[src/rtl/tetris_ctrl.sv]
// Tetris game sequencer: drives the datapath state bus and arbitrates buttons vs. gravity onto one move channel.
// All outputs registered (one cycle after inputs); at most one move per ISSUE/WAIT pair. Soft drop: TETRIS_SOFT_DROP_EN.
module tetris_ctrl #(
  parameter int DROP_TICKS = 16
) (
  input  logic       clka,
  input  logic       restart,
  input  logic       start,
  input  logic       btn_left,
  input  logic       btn_right,
  input  logic       btn_rotate,
  input  logic       btn_down,
  input  logic       touched,
  input  logic       game_over,
  output logic [3:0] state,
  output logic [1:0] move,
  output logic       move_strobe,
  output logic [7:0] piece_count
);

  localparam logic [3:0] ST_GEN      = 4'd0;
  localparam logic [3:0] ST_MOVE     = 4'd1;
  localparam logic [3:0] ST_LAND     = 4'd2;
  localparam logic [3:0] ST_CLEAR    = 4'd3;
  localparam logic [3:0] ST_NEWBOARD = 4'd4;
  localparam logic [3:0] ST_GAMEOVER = 4'd5;

  localparam logic SUB_ISSUE = 1'b0;
  localparam logic SUB_WAIT  = 1'b1;

  localparam logic [7:0] TICK_LAST = 8'(DROP_TICKS - 1);

`ifdef TETRIS_SOFT_DROP_EN
  localparam logic SOFT_DROP = 1'b1;
`else
  localparam logic SOFT_DROP = 1'b0;
`endif

  logic [3:0] r_state, w_state_nxt;
  logic       r_sub, w_sub_nxt;
  // Pending flags indexed by move code: [0]=left [1]=right [2]=rotate [3]=drop
  logic [3:0] r_pend, w_pend_nxt;
  logic [3:0] r_btn_q;
  logic [3:0] w_edge;
  logic       w_down_edge;
  logic [7:0] r_cnt, w_cnt_nxt;
  logic       w_tick;
  logic [1:0] r_move, w_move_nxt;
  logic       r_strobe, w_strobe_nxt;
  logic [7:0] r_pc, w_pc_nxt;

  assign w_edge      = {btn_down, btn_rotate, btn_right, btn_left} & ~r_btn_q;
  assign w_down_edge = SOFT_DROP & w_edge[3];
  assign w_tick      = (r_state == ST_MOVE) && (r_cnt == TICK_LAST);

  always_ff @(posedge clka) begin
    if (restart) begin
      r_state <= ST_NEWBOARD;
      r_sub   <= SUB_ISSUE;
    end else begin
      r_state <= w_state_nxt;
      r_sub   <= w_sub_nxt;
    end
  end

  always_comb begin
    w_state_nxt = r_state;
    w_sub_nxt   = r_sub;
    case (r_state)
      ST_NEWBOARD: if (start) w_state_nxt = ST_GEN;
      ST_GEN: begin
        w_state_nxt = game_over ? ST_GAMEOVER : ST_MOVE;
        w_sub_nxt   = SUB_ISSUE;
      end
      ST_MOVE: begin
        if (r_sub == SUB_WAIT) begin
          w_sub_nxt = SUB_ISSUE;
          if (touched) w_state_nxt = ST_LAND;
        end else if (r_strobe) begin
          w_sub_nxt = SUB_WAIT;
        end
      end
      ST_LAND:     w_state_nxt = ST_CLEAR;
      ST_CLEAR:    w_state_nxt = ST_GEN;
      ST_GAMEOVER: if (start) w_state_nxt = ST_NEWBOARD;
      default:     w_state_nxt = ST_NEWBOARD;
    endcase
  end

  // Outputs are registered from next-cycle values so a flag set at an edge can strobe in the very next cycle.
  always_comb begin
    w_cnt_nxt = r_cnt;
    if (r_state == ST_GEN)       w_cnt_nxt = 8'd0;
    else if (r_state == ST_MOVE) w_cnt_nxt = w_tick ? 8'd0 : r_cnt + 8'd1;
    if (w_down_edge)             w_cnt_nxt = 8'd0;

    w_pend_nxt = r_pend;
    if (r_state == ST_GEN) w_pend_nxt = 4'd0;
    else if (r_strobe)     w_pend_nxt[r_move] = 1'b0;
    w_pend_nxt = w_pend_nxt | {w_tick | w_down_edge, w_edge[2:0]};

    w_pc_nxt = r_pc;
    if ((r_state == ST_LAND) && (r_pc != 8'hFF))   w_pc_nxt = r_pc + 8'd1;
    else if ((r_state == ST_GAMEOVER) && start)    w_pc_nxt = 8'd0;

    w_strobe_nxt = (w_state_nxt == ST_MOVE) && (w_sub_nxt == SUB_ISSUE) && (|w_pend_nxt);
    w_move_nxt   = r_move;
    if (w_strobe_nxt) begin
      if (w_pend_nxt[3])      w_move_nxt = 2'd3;
      else if (w_pend_nxt[2]) w_move_nxt = 2'd2;
      else if (w_pend_nxt[0]) w_move_nxt = 2'd0;
      else                    w_move_nxt = 2'd1;
    end
  end

  always_ff @(posedge clka) begin
    if (restart) begin
      r_pend   <= 4'd0;
      r_btn_q  <= 4'd0;
      r_cnt    <= 8'd0;
      r_move   <= 2'd3;
      r_strobe <= 1'b0;
      r_pc     <= 8'd0;
    end else begin
      r_pend   <= w_pend_nxt;
      r_btn_q  <= {btn_down, btn_rotate, btn_right, btn_left};
      r_cnt    <= w_cnt_nxt;
      r_move   <= w_move_nxt;
      r_strobe <= w_strobe_nxt;
      r_pc     <= w_pc_nxt;
    end
  end

  assign state       = r_state;
  assign move        = r_move;
  assign move_strobe = r_strobe;
  assign piece_count = r_pc;

endmodule
[config.mk]
export PLATFORM = sky130hd
export DESIGN_NAME = tetris_ctrl
export DESIGN_NICKNAME = d
export VERILOG_FILES = /design/src/rtl/tetris_ctrl.sv
export SDC_FILE = /design/constraint.sdc
export NUM_CORES = 1
export LEC_CHECK = 0
export CORE_MARGIN = 8
export CORE_UTILIZATION = 53
export DETAILED_ROUTE_END_ITERATION = 10
export GPL_TIMING_DRIVEN = 0
export MAX_ROUTING_LAYER = met4
export PLACE_DENSITY = 0.91
export SLEW_MARGIN = 20
export SYNTH_ARGS = -nofsm -noshare
export SYNTH_HDL_FRONTEND = slang
export SYNTH_SLANG_ARGS = --single-unit
[constraint.sdc]
create_clock -name clka -period 2.4 [get_ports clka]
set_input_delay 0.6 -clock clka [delete_from_list [all_inputs] [get_ports clka]]
set_output_delay 0.6 -clock clka [all_outputs]
set_load 0.02 [all_outputs]
==> impl_metrics.py <==
metrics = {
    "final_layout": {
        "syn_to_final_growth_pct": 19.4,
        "final_layout_size_suffix_gt1_share_pct": 10.8,
        "num_antenna_cells": 0,
        "postLayoutCellArea_um2": 1880,
        "nFillCells": 225,
        "nNetsFinal": 223,
    },
    "setup_path": {
        "required_ns": 1.80,
        "cpPeakStageDelay_ns": 0.66,
        "setup.worst_path.start_class": "flop",
        "worst-setup-path-type": "flop to output pin",
        "worst_r2r_path_depth": 6,
        "reg2reg_to": "move[0]",
        "critical_path.slowest_cell": "clkdlybuf4s50_1",
        "timing.critical_path.to_type": "output pin",
        "cp.buffers_inverters": 1,
        "ff2ff_setup_slack_ns": 0.35,
        "crit_arrival_ns": 1.49,
        "critical_path_peak_fanout": 8,
        "timing.rr.start": "state[3]",
        "timing.critical_path.cells": "clkdlybuf4s50_1",
        "critical-path-top-delay-family": "buffers and inverters",
    },
    "clock_tree": {
        "post_cts.resized_instances": 0,
        "tritoncts_sink_count": 31,
        "clock-root-buffer": "clkbuf_4",
        "cts_htree_levels": 2,
        "clock_slew_seen_by_the_registers_of_the_worst_setup_and_hold_paths_ns": 0.10,
        "cts_tree": "built",
        "holdBufCountCts": 0,
        "cts_inserted_buffers": 5,
        "clock_latency_ns": 0.33,
        "post-cts-setup-buffers": 0,
        "cts_max_path_buffers": 2,
    },
    "synthesis": {
        "syn_inst": 184,
        "post-synth-top-area-fraction_pct": 39.5,
        "synth-edff-count": 0,
        "synth_largest_area_cell": "dfxtp_1",
        "ys_ff_latch": 31,
        "ys_seq_area_share_pct": 39.5,
        "netlist_top_cells_area": "dfxtp_1 40%, nor2_1 4.8%, a21oi_1 3.8%",
        "mappedNetlistNets": 195,
        "synth.cells.most_frequent": "31 x dfxtp_1, 20 x nor2_1, 13 x nand2_1, 12 x a21oi_1, 10 x nand3_1",
        "async_reset_ff_share_pct": 0,
        "synth_most_common_cell": "dfxtp_1",
        "yosysWarningCount": 0,
        "yosys.cell_types.count": 52,
        "syn-cell-area_um2": 1570,
        "avgSynthCellArea_um2": 8.53,
        "ys.flop_type": "dfxtp_1",
    },
    "min_path": {
        "worst_hold_startpoint": "r_cnt[1]",
        "hold_class": "flop to flop",
        "hold_crit_depth": 2,
        "min_delay_worst_endpoint": "r_cnt[1]",
    },
    "drt": {
        "post_drt_via_cell_ratio": 6.05,
        "drc_errors": 0,
        "dr_vias": 1471,
        "routed_wire_length_um": 3660,
        "avgRoutedWirePerCell_um": 15.1,
        "drt-pass1-iter-count": 4,
        "detail_route.iter0.violations": 78,
        "postRouteAntennaNets": 0,
    },
    "sta": {
        "period_needed_ns": 2.09,
        "clock_skew_ns": 0.00552,
        "max-slew-margin-rel_pct": 50.7,
        "max_freq_ghz": 0.480,
        "maxSlewViolCount": 0,
        "tightest_slew_ns": 0.733,
        "fin_ws_ns": 0.315,
        "timing.hold.ws_ns": 0.491,
        "rsz0062_at_grt": "false",
        "finalSetupViolCount": 0,
        "final.period_utilization_pct": 86.9,
        "timing_hold_violations_final": 0,
    },
    "floorplanning": {
        "initial_standard_cell_utilization_of_the_core_pct": 56.5,
        "std_cell_rows": 19,
        "die-width_um": 70.4,
        "fp.coreArea_um2": 2780,
        "die-area_um2": 4960,
        "chipHeight_um": 70.4,
        "number_of_primary_i_o_pins": 24,
    },
    "placed_design": {
        "placement.setup.worst_slack_ns": -0.000121,
        "routabilityCongestion": 0.893,
        "place.port_buffers": 21,
        "dpl-instance-area_um2": 1820,
        "post_detailed_placement_half_perimeter_wirelength_um": 2590,
    },
    "grt": {
        "grt_first_pass_wirelength_um": 6460,
        "grt_start_max_net_pins": 11,
        "total_routing_resource_utilization_after_global_routing_pct": 16.0,
        "global_route.overflow_total": 0,
        "antenna_found_initial": 0,
        "number_of_global_route_vias_before_repair": 1423,
    },
    "outcome": {
        "run_status": "finished, final reports clean",
    },
    "flow_run": {
        "maxCapViolations": 0,
    },
    "power_and_ir_drop": {
        "power.leakage_nw": 0.646,
        "ir_worst_vdd_mv": 0.503,
        "pwrdens_nw_per_um2": 492,
    },
}
## how the worst max path moves through the flow
stage	startpoint	to	slack [ns]	depth (start not counted)
floorplan	state[3]	move[0]	0.52	6
global placement	start	move[0]	0.01	6
detailed placement	start	move[0]	-0.0001	6
CTS	state[0]	state[0]	0.32	1
global route	state[1]	move_strobe	0.15	5
finish	state[0]	state[0]	0.31	1
## state kept, by name (all words and copies together) (netlist names)
register / flops
r_btn_q: 3
r_cnt: 8
piece_count: 8
move_strobe: 1
r_sub: 1
move: 2
r_pend: 4
state: 4
## per-stage QoR
| step | TNS (ns) | instances | total power [mW] | utilization, % |
|---|---|---|---|---|
| CTS | 0 | 243 | 0.925 | 67.4 |
| global placement | 0 | 236 | 0.609 | 65.4 |
| finish | 0 | 243 | 0.922 | 67.4 |
| floorplan | 0 | 184 | 0.583 | - |
| detailed placement | -0.000121 | 236 | 0.611 | 65.4 |
| global route | 0 | 243 | 0.966 | 67.4 |
## cell families after synthesis
| kind of cell | synth area share [%] |
|---|---|
| simple gates | 32.0 |
| compound gates | 19.4 |
| flops | 39.5 |
| buf+inv | 3.59 |
| xor+xnor | 2.23 |
| fa+ha+maj | 1.59 |
| mux | 1.35 |
| other cells | 0.239 |
## layout by cell type (no fill, tap or decap), types with 2 or more instances in the layout
master / netlist / routed
a21oi_1: 12 / 12
nor2_1: 20 / 20
a21o_1: 2 / 2
a32oi_1: 2 / 2
nand3b_1: 3 / 3
nand2_1: 13 / 13
a2111oi_0: 2 / 2
nor4_1: 2 / 2
clkdlybuf4s50_1: 0 / 21
nor2b_1: 6 / 6
a22oi_1: 2 / 2
nor3_1: 7 / 7
nand2b_1: 4 / 4
a211oi_1: 2 / 2
and3_1: 4 / 4
clkbuf_4: 0 / 5
a31oi_1: 6 / 6
dfxtp_1: 31 / 31
and2_1: 4 / 4
nand4_1: 2 / 2
inv_1: 3 / 3
nand3_1: 10 / 10
ha_1: 2 / 2
o21ai_0: 7 / 7
buf_2: 2 / 2
clkbuf_1: 5 / 5
xor2_1: 2 / 2
or4b_4: 2 / 2
xnor2_1: 2 / 2
## power by group
part	switching (mW)	leakage (nW)	internal, mW	total, mW
clock	0.186	0.0341	0.136	0.322
sequential	0.00668	0.252	0.523	0.530
combinational	0.0381	0.360	0.0322	0.0703
total	0.231	0.646	0.691	0.922
## per-layer routing
metal	routed length, µm	part of all wire (%)	vias up	global-route usage (%)
met5	0	0	-	-
met3	213	5.8	8	5.65
li1	-	-	728	-
met4	73	2.0	0	7.37
met2	1660	45	46	23.5
met1	1710	47	689	19.0
## worst register-to-register path, stage by stage, from the launching register on
cell and delay, ns:
dfxtp_1 0.34, buf_6 0.14, nor3_1 0.36, mux2_2 0.41
nor4_2 0.41, o21ai_0 0.17, a2bb2oi_1 0.17
## final cells by class
cell class              instances  area, µm²  share of cell area, %
well taps                      31       38.8                   2.07
plain buffers                   9       45.0                   2.40
clock buffers                   6       51.3                   2.74
repair buffers                 21        210                   11.2
clock inverters                 1       5.00                  0.267
inverters                       3       11.3                  0.600
multi-input cells             141        893                   47.6
flip-flops and latches         31        621                   33.1
Note: power is estimated with default switching activity, not from simulation.
